`config.mk`:
```
export PLATFORM = sky130hd
export DESIGN_NAME = clkdiv_reset_sequencer
export DESIGN_NICKNAME = d
export VERILOG_FILES = /design/src/rtl/clkgen_pkg.sv /design/src/rtl/clkdiv_reset_sequencer.sv
export SDC_FILE = /design/constraint.sdc
export NUM_CORES = 1
export LEC_CHECK = 0
export ABC_AREA = 1
export CAP_MARGIN = 20
export CORE_MARGIN = 3
export CORE_UTILIZATION = 52
export DETAILED_ROUTE_END_ITERATION = 16
export PLACE_DENSITY = 0.75
export SYNTH_ARGS = -nofsm -noshare
export SYNTH_HDL_FRONTEND = slang
export SYNTH_SLANG_ARGS = --single-unit
```
`constraint.sdc`:
```
create_clock -name hclkin -period 3.2 [get_ports hclkin]
set_clock_uncertainty 0.1 [all_clocks]
set_input_delay 0.64 -clock hclkin [delete_from_list [all_inputs] [get_ports hclkin]]
set_output_delay 0.64 -clock hclkin [all_outputs]
set_load 0.05 [all_outputs]
```
`src/rtl/clkgen_pkg.sv`:
```
// Shared definitions for the divided-clock reset/calibration sequencer:
// the sequencer state encoding and the default cycle budgets.
package clkgen_pkg;

    // Sequencer states, in the order a normal power-up walks through them
    typedef enum logic [2:0] {
        WAIT_LOCK  = 3'd0,
        HOLD_RST   = 3'd1,
        RELEASE    = 3'd2,
        READY      = 3'd3,
        CALIB      = 3'd4,
        CAL_SETTLE = 3'd5
    } state_e;

    // Default cycle budgets, all measured in fast-clock cycles
    localparam int DEF_LOCK_CYCLES   = 64;
    localparam int DEF_RST_CYCLES    = 8;
    localparam int DEF_SETTLE_CYCLES = 16;
    localparam int DEF_CALIB_CYCLES  = 2;
    localparam int DEF_CNT_W         = 8;

    // Lock-loss counter saturates here instead of wrapping
    localparam logic [7:0] LOSS_CNT_MAX = 8'hFF;

endpackage

```
`src/rtl/clkdiv_reset_sequencer.sv`:
```
// Sequences RESETN and CALIB of the fabric clock divider from the fast clock.
// Waits for stable PLL lock, holds the divider in reset, releases it, lets the
// divided clock settle, then serves realign requests. Loss of lock drops the
// whole sequence back to the start and is counted.
module clkdiv_reset_sequencer
    import clkgen_pkg::*;
#(
    parameter int LOCK_CYCLES   = DEF_LOCK_CYCLES,
    parameter int RST_CYCLES    = DEF_RST_CYCLES,
    parameter int SETTLE_CYCLES = DEF_SETTLE_CYCLES,
    parameter int CALIB_CYCLES  = DEF_CALIB_CYCLES,
    parameter int CNT_W         = DEF_CNT_W
) (
    input  logic       hclkin,
    input  logic       reset,
    input  logic       pll_lock,
    input  logic       realign_req,
    output logic       realign_ack,
    output logic       div_resetn,
    output logic       div_calib,
    output logic       div_ready,
    output logic [7:0] lock_loss_cnt
);

    // Terminal counts: the shared counter counts up from zero and each state
    // leaves when it hits its own last value, so it never wraps.
    localparam logic [CNT_W-1:0] LOCK_LAST   = CNT_W'(LOCK_CYCLES - 1);
    localparam logic [CNT_W-1:0] RST_LAST    = CNT_W'(RST_CYCLES - 1);
    localparam logic [CNT_W-1:0] SETTLE_LAST = CNT_W'(SETTLE_CYCLES - 1);
    localparam logic [CNT_W-1:0] CALIB_LAST  = CNT_W'(CALIB_CYCLES - 1);

    state_e           state_q, state_d;
    logic [CNT_W-1:0] cnt_q, cnt_d;
    logic [7:0]       lossCnt_q, lossCnt_d;
    logic             resetn_q, resetn_d;
    logic             calib_q, calib_d;
    logic             ready_q, ready_d;
    logic             ack_q, ack_d;

    // State, counter and registered outputs; reset returns everything to idle
    always_ff @(posedge hclkin) begin
        if (reset) begin
            state_q   <= WAIT_LOCK;
            cnt_q     <= '0;
            lossCnt_q <= '0;
            resetn_q  <= 1'b0;
            calib_q   <= 1'b0;
            ready_q   <= 1'b0;
            ack_q     <= 1'b0;
        end else begin
            state_q   <= state_d;
            cnt_q     <= cnt_d;
            lossCnt_q <= lossCnt_d;
            resetn_q  <= resetn_d;
            calib_q   <= calib_d;
            ready_q   <= ready_d;
            ack_q     <= ack_d;
        end
    end

    // Next state and counter; loss of lock outside WAIT_LOCK overrides all else
    always_comb begin
        state_d   = state_q;
        cnt_d     = cnt_q;
        lossCnt_d = lossCnt_q;

        if (state_q != WAIT_LOCK && !pll_lock) begin
            state_d = WAIT_LOCK;
            cnt_d   = '0;
            if (lossCnt_q != LOSS_CNT_MAX) begin
                lossCnt_d = lossCnt_q + 8'd1;
            end
        end else begin
            case (state_q)
                WAIT_LOCK: begin
                    if (!pll_lock) begin
                        cnt_d = '0;
                    end else if (cnt_q == LOCK_LAST) begin
                        state_d = HOLD_RST;
                        cnt_d   = '0;
                    end else begin
                        cnt_d = cnt_q + 1'b1;
                    end
                end
                HOLD_RST: begin
                    if (cnt_q == RST_LAST) begin
                        state_d = RELEASE;
                        cnt_d   = '0;
                    end else begin
                        cnt_d = cnt_q + 1'b1;
                    end
                end
                RELEASE: begin
                    if (cnt_q == SETTLE_LAST) begin
                        state_d = READY;
                        cnt_d   = '0;
                    end else begin
                        cnt_d = cnt_q + 1'b1;
                    end
                end
                READY: begin
                    if (realign_req) begin
                        state_d = CALIB;
                        cnt_d   = '0;
                    end
                end
                CALIB: begin
                    if (cnt_q == CALIB_LAST) begin
                        state_d = CAL_SETTLE;
                        cnt_d   = '0;
                    end else begin
                        cnt_d = cnt_q + 1'b1;
                    end
                end
                CAL_SETTLE: begin
                    if (cnt_q == SETTLE_LAST) begin
                        state_d = READY;
                        cnt_d   = '0;
                    end else begin
                        cnt_d = cnt_q + 1'b1;
                    end
                end
                default: begin
                    state_d = WAIT_LOCK;
                    cnt_d   = '0;
                end
            endcase
        end
    end

    // Outputs are decoded from the transition being taken so they change on
    // the same edge as the state. Ready only shows while READY is held, so it
    // drops on the edge that leaves READY and stays low during the ack cycle.
    always_comb begin
        resetn_d = 1'b1;
        calib_d  = 1'b0;
        ready_d  = 1'b0;
        ack_d    = 1'b0;
        if (state_d == WAIT_LOCK || state_d == HOLD_RST) begin
            resetn_d = 1'b0;
        end
        if (state_d == CALIB) begin
            calib_d = 1'b1;
        end
        if (state_q == READY && state_d == READY) begin
            ready_d = 1'b1;
        end
        if (state_q == CAL_SETTLE && state_d == READY) begin
            ack_d = 1'b1;
        end
    end

    assign realign_ack   = ack_q;
    assign div_resetn    = resetn_q;
    assign div_calib     = calib_q;
    assign div_ready     = ready_q;
    assign lock_loss_cnt = lossCnt_q;

endmodule
```
Word-level counts from Yosys, hierarchy flattened
Cells that the tools add are included.
{"block": "totals", "output_inout_bits": 12, "in_bits": 4, "ff_bits": 23}
{"block": "classes", "add_sub_neg": 2, "eq_ne": 14, "reduce_logical": 11, "mux": 19}
{"cell": "$mux 8", "n": 6}
{"cell": "$pmux 8 s5", "n": 1}
{"cell": "$mux 3", "n": 7}
{"cell": "$add 8x1->8 const B", "n": 2}
{"cell": "$pmux 3 s5", "n": 1}
{"cell": "$eq 3x2->1 const B", "n": 3}
{"cell": "$eq 3x3->1 const B", "n": 3}
{"cell": "$eq 8x1->1 const B", "n": 1}
{"cell": "$eq 8x3->1 const B", "n": 1}
{"cell": "$eq 8x4->1 const B", "n": 1}
{"cell": "$eq 8x6->1 const B", "n": 1}
{"cell": "$ne 8x8->1 const B", "n": 1}
{"cell": "$eq 3x1->1 const B", "n": 2}
{"cell": "$logic_not 3->1", "n": 2}
{"cell": "$mux 1", "n": 4}
{"cell": "$reduce_or 2->1", "n": 2}
{"cell": "$logic_and 1x1->1", "n": 3}
{"cell": "$reduce_bool 3->1", "n": 1}
{"cell": "$ne 2x2->1 const B", "n": 1}
{"cell": "$reduce_and 2->1", "n": 1}
{"cell": "$logic_not 1->1", "n": 1}
{"cell": "$logic_or 1x1->1", "n": 1}

Depth between registers and ports, before layout
Gate-level depths: netlist (run 1).
{"block": "logic_depth", "depth_word": 8, "mapped_depth": 10}

Worst setup path after synthesis (run 1)
No wires, ideal clock.
{"block": "synth_timing", "kind": "reg2reg", "from": "register lossCnt_q[0], in the netlist lock_loss_cnt[0]", "to": "register lossCnt_q[0], in the netlist lock_loss_cnt[0]", "path_stages_with_launch": 9, "arrival_ns": 1.550, "required_ns": 2.954, "setup_slack_ns": 1.403, "period_less_slack_ns": 1.797, "setup_time_ns": 0.146, "path_cell_list": "dfxtp_1 > ha_1 > nand3_1 > nor2_1 > nand2_1 > nand2_4 > inv_4 > o21ai_0 > a21oi_1"}
{"block": "synth_between", "elab_chain_len": 2}
{"item": "from (decl)", "line_no": "clkdiv_reset_sequencer.sv:34", "text": "logic [7:0] lossCnt_q, lossCnt_d;"}
{"item": "from (signal assigned)", "line_no": "clkdiv_reset_sequencer.sv:53", "text": "lossCnt_q <= lossCnt_d;"}
{"item": "parallel branches: the longest is 2 deep, another holds $add 8x1->8"}
Several ways; the timed one is not identified.
A chain may end at the register's enable or synchronous reset.

Final worst setup path (run 1)
{"block": "layout_timing", "from": "register lossCnt_q[5], in the netlist lock_loss_cnt[5]", "to": "output lock_loss_cnt[5]"}
{"item": "to (decl)", "line_no": "clkdiv_reset_sequencer.sv:22", "text": "output logic [7:0] lock_loss_cnt"}
No word-level cell between the ends.

==> impl_metrics.ini, run 1 <==
[run_status]
status = complete, no violations

[grt]
grt_antenna_before_repair = 0
grt_pass1_vias = 1272
grt_overflow = 0
grt_pass1_wl_mm = 5.28
grt_usage_pct = 20.2
grt_max_degree = 13

[critical_path]
crit_path_end_kind = primary output
critical_path.cell_chain = clkdlybuf4s50_1
path_delay_family = buffers and inverters
path_buf_inv = 1
slowest_delay_ns = 0.83
arrival_ns = 1.54
path_class = flop to primary output
critPathRequiredTime_ns = 2.46
path_max_fanout = 5
crit_path_top_delay_cell = clkdlybuf4s50_1
crit_path_start_kind = flop

[sta]
clock.fmax_mhz = 438
finalMaxSlewViolations = 0
hold_viol = 0
relSlewSlack_pct = 66.1
period_minus_slack_ns = 2.28
finalCritPeriodShare_pct = 71.3
rsz0062_at_grt = false
final.setup.tns_ns = 0
finalSetupViolCount = 0
tightestPinTransition_ns = 0.508

[layout]
final_util_pct = 67.0
n_antenna_cell = 0
drive_above_1_share_pct = 8.77
area_growth_pct = 15.8
nNetsFinal = 236
fin_cells = 256

[yosys]
yosysMostFrequentCell = nand2_1
syn_area_um2 = 1340
synthTopCellsByCount = nand2_1, inv_1, nor2_1
async_flop_share_pct = 0
synth_largest_area_cell = dfxtp_1
synth_nets = 216
ys.warnings.count = 0
syn_inst = 209
syn_avg_cell_area_um2 = 6.42
synth_flop_cell = dfxtp_1
synth_edf_count = 0
synthTopCellsByArea = dfxtp_1, nand2_1, inv_1, nor2_1, a21oi_1
synthDistinctLibCells = 24
yosysSeqAreaShare_pct = 34.3
synth_top_cell_area_share_pct = 34.3
yosys_register_bits = 23

[cts]
clkSlewWorstSetupHoldPaths_ns = 0.12
cts_buffer_depth = 2
insertion_delay_ns = 0.30
cts_tree = done
postCtsResizedCells = 0
post_cts_buffers = 0
clock-sinks = 23
cts_made_buffers = 3
clockRootBuffer = clkbuf_4
cts.hold.buffers_added = 0
h-tree-depth = 1

[floorplanning]
dieHeight_um = 56.8
die_width_um = 56.8
die-area_um2 = 3230
start_util_pct = 57.9
io_pins = 16
std_cell_rows = 17
core-area_um2 = 2320

[route]
drc = 0
via_count = 1328
drt_first_pass_iters = 4
drtAntennaViolNets = 0
viasPerCell = 5.19
wl_per_cell_um = 11.6
drt_iter0_drc = 62
totalWireLength_mm = 2.96

[placement]
gp_congestion = 0.865
dpl.hpwl_mm = 2.37
io_buffers = 15
place_inst = 252

[min_path]
worstHoldPathType = flop to flop

[power_and_ir_drop]
p_leak_nw = 0.667
vdd_drop_max_v = 0.000269
p_per_area_nw_per_um2 = 282

[run]
maxCapViolCount = 0
[power by group]
group          switching [mW]  leakage (nW)  total [mW]  internal [mW]
Combinational          0.0124         0.466      0.0211        0.00867
Clock                  0.0795        0.0150       0.128         0.0485
Sequential            0.00149         0.185       0.289          0.287
Total                  0.0934         0.667       0.438          0.345
[routing by layer]
metal / up-vias / routed length [um] / global-route usage (%)
met5: - / 0 / 0
met4: 0 / 18 / 6.62
met3: 2 / 120 / 3.22
met2: 27 / 1420 / 33.8
met1: 594 / 1400 / 26.3
li1: 705 / - / -
[placed cells by master, fill, tap and decap left out, types with 2 or more instances in the layout]
cell type,n
o21ai_0,10
ha_1,3
nand2_2,3
clkbuf_4,3
nor2_2,3
clkdlybuf4s50_1,15
nor3b_1,2
nand3_1,14
nand2_1,57
nand4_1,4
inv_2,2
a21oi_1,17
inv_1,28
nand3_2,2
o21ai_1,4
dfxtp_1,23
inv_4,2
nor2_1,27
[flip-flops by register name, summed over array words and instances, names as in the netlist]
name and cells:
state_q 3, div_ready 1, lock_loss_cnt 8, cnt_q 8
realign_ack 1, div_resetn 1, div_calib 1
[stage by stage]
stage / hold WS, ns / power, mW / setup slack [ns] / instance area (um2)
2_1_floorplan: 0.370 / 0.308 / 1.40 / 1340
3_3_place_gp: 0.380 / 0.316 / 1.18 / 1530
3_5_place_dp: 0.390 / 0.317 / 1.16 / 1530
4_1_cts: 0.411 / 0.446 / 0.894 / 1550
5_1_grt: 0.443 / 0.458 / 0.821 / 1550
6_report: 0.405 / 0.438 / 0.918 / 1550
[worst paths after layout]
path / endpoint / depth (start not counted) / slack, ns / startpoint
worst max-delay path: lock_loss_cnt[5] / 1 / 0.92 / lock_loss_cnt[5]$_SDFFE_PP0P_
worst min-delay path: cnt_q[7]$_SDFFE_PP0P_ / 2 / 0.41 / cnt_q[7]$_SDFFE_PP0P_
worst max register to register: cnt_q[1]$_SDFFE_PP0P_ / 8 / 1.39 / cnt_q[0]$_SDFFE_PP0P_
worst min register to register: cnt_q[7]$_SDFFE_PP0P_ / 2 / 0.41 / cnt_q[7]$_SDFFE_PP0P_
[final cells by class]
type | count | area (um2)
Clock buffer | 4 | 26.3
Tap cell | 28 | 35.0
Timing Repair Buffer | 15 | 150
Fill cell | 225 | 764
Multi-Input combinational cell | 154 | 757
Inverter | 32 | 125
Sequential cell | 23 | 460
[cells by family after synthesis]
kind of cell	count (synthesis)	synth area share, %
fa+ha+maj	3	2.80
flops	23	34.3
simple gates	117	40.2
buf+inv	32	9.32
xor+xnor	1	0.652
compound gates	33	12.8
No activity file was read; power rests on OpenSTA's default activity.
==> inputs of run 2 (changes only) <==
- CORE_UTILIZATION: 52 -> 49
- PLACE_DENSITY: 0.75 -> 0.74
- clock period: 3.2 -> 1.85 ns (I/O delays scaled with it)
==> run 2 against run 1 <==
Power is 75% higher; critical path depth is 7 higher; core utilization down 5.8 points; sequential share of layout area is 0.071 points lower; non-clock buffer count grew 3; worst setup slack lost 0.77 ns; count of clock-buffer cells in the layout down 1; sequential power grew 73%; cell count increased by 2.0%; via count up 2.9%; combinational power rose by 90%; first-iteration DRC count decreased by 3.2%; critical path type is now flop to flop; largest cell class unchanged; largest power group unchanged.
==> impl_metrics.ini, run 2 (same netlist as run 1, synthesis figures left out) <==
[critical_path]
r2r_slack_ns = 0.15
crit_path_start_kind = flop
slowest_delay_ns = 0.40
critPathRequiredTime_ns = 1.95
arrival_ns = 1.80
crit_path_end_kind = flop
cp_common_cell = nand2_1
path_class = flop to flop
crit_path_top_delay_cell = dfxtp_1
critical_path.cell_chain = ha_2 -> nand2_1 -> nor2_2 -> nand3_2 -> nand2_1 -> nand4_2 -> nand2_1 -> a21oi_1
path_max_fanout = 6

[sta]
tightestPinTransition_ns = 0.295
finalCritPeriodShare_pct = 91.9
rsz0062_at_grt = false
layout_setup_ws_ns = 0.150
final.setup.tns_ns = 0
period_minus_slack_ns = 1.70
clock.fmax_mhz = 588
relSlewSlack_pct = 80.3
finalMaxSlewViolations = 0
hold_viol = 0
finalSetupViolCount = 0

[route]
via_count = 1366
wl_per_cell_um = 11.5
totalWireLength_mm = 3.00
drt_iter0_drc = 60
drt_first_pass_iters = 5
drc = 0
viasPerCell = 5.23
drtAntennaViolNets = 0

[layout]
fillers = 243
final_cell_mix = nand2_1, inv_1, nor2_1
mostFrequentLayoutCell = nand2_1
n_antenna_cell = 0
drive_above_1_share_pct = 16.5
nNetsFinal = 239
area_growth_pct = 16.0
multi_input_area_um2 = 764
regArea_um2 = 460

[cts]
clock-sinks = 23
cts_tree = done
clockRootBuffer = clkbuf_4
cts_buffer_depth = 2
h-tree-depth = 1
clkSlewWorstSetupHoldPaths_ns = 0.11
cts.hold.buffers_added = 0
insertion_delay_ns = 0.31
cts_made_buffers = 3

[grt]
grt_pass1_vias = 1285
grt_usage_pct = 20.3
grt_pass1_wl_mm = 5.51
grt_overflow = 0
grt_antenna_before_repair = 0
grt_max_degree = 14

[min_path]
worstHoldPathType = flop to flop

[run_status]
status = complete, no violations

[placement]
dpl.hpwl_mm = 2.41
io_buffers = 15
dp_slack_ns = 0.0702
gp_congestion = 0.935

[power_and_ir_drop]
p_leak_nw = 0.708
vdd_drop_max_v = 0.000558
p_per_area_nw_per_um2 = 492

[floorplanning]
io_pins = 16
dieHeight_um = 58.3
core-area_um2 = 2540
std_cell_rows = 18
die_width_um = 58.3
start_util_pct = 52.8
die-area_um2 = 3400

[run]
maxCapViolCount = 0
run 2: cell count changes in the layout (fill, tap and decap cells not counted):
cell	before	now
ha_1	3	2
clkinv_2	0	1
buf_4	0	15
nand3_2	2	3
nand3_1	14	13
clkbuf_1	1	0
clkdlybuf4s50_1	15	3
ha_2	0	1
run 2: worst max-delay path, delay by kind of cell, from the launching register on:
kind / cells / cell delay, ns
AND/OR/NAND/NOR: 6 / 0.80
flip-flops: 1 / 0.40
adder cells (fa/ha/maj): 1 / 0.23
AO/OA/AOI/OAI: 1 / 0.07
run 2: through the flow:
stage,instance area [um2],cells,power [mW],utilization [%],hold WS [ns]
after CTS,1550,261,0.772,60.9,0.404
after global placement,1520,257,0.548,59.8,0.384
after floorplan,1340,209,0.532,-,0.339
final,1560,261,0.766,61.2,0.398
after global routing,1560,261,0.806,61.2,0.450
after detailed placement,1520,257,0.550,59.8,0.384
run 2: what timing repair did:
action | in CTS | in global routing
setup endpoints to repair | 0 | 10
gates resized for setup | 0 | 2
buffers inserted | 0 | 0
run 2: path summary, 6_finish.rpt:
check | depth (start not counted) | startpoint | end
hold / removal | 2 | lock_loss_cnt[5]$_SDFFE_PP0P_ | lock_loss_cnt[5]$_SDFFE_PP0P_
hold reg to reg | 2 | lock_loss_cnt[5]$_SDFFE_PP0P_ | lock_loss_cnt[5]$_SDFFE_PP0P_
setup reg to reg | 8 | cnt_q[1]$_SDFFE_PP0P_ | cnt_q[1]$_SDFFE_PP0P_
setup / recovery | 8 | cnt_q[1]$_SDFFE_PP0P_ | cnt_q[1]$_SDFFE_PP0P_
run 2: cell type report:
class	count	area share [%]
Clock buffer	3	1.45
Clock inverter	1	0.321
Sequential cell	23	29.6
Inverter	32	8.03
Tap cell	30	2.41
Multi-Input combinational cell	154	49.1
Timing Repair Buffer	18	9.16
run 2: power by group:
group	internal [mW]	total [mW]	switching [mW]
sequential	0.497	0.499	0.00180
combinational	0.0166	0.0401	0.0235
clock	0.0807	0.227	0.146
run 2: metal layers:
layer / part of all wire [%] / vias to the layer above / GRT usage, %
met3: 3.8 / 4 / 4.17
met4: 0.70 / 0 / 4.64
met2: 50 / 27 / 34.9
met1: 45 / 622 / 26.0
met5: 0 / - / 0
li1: - / 713 / -
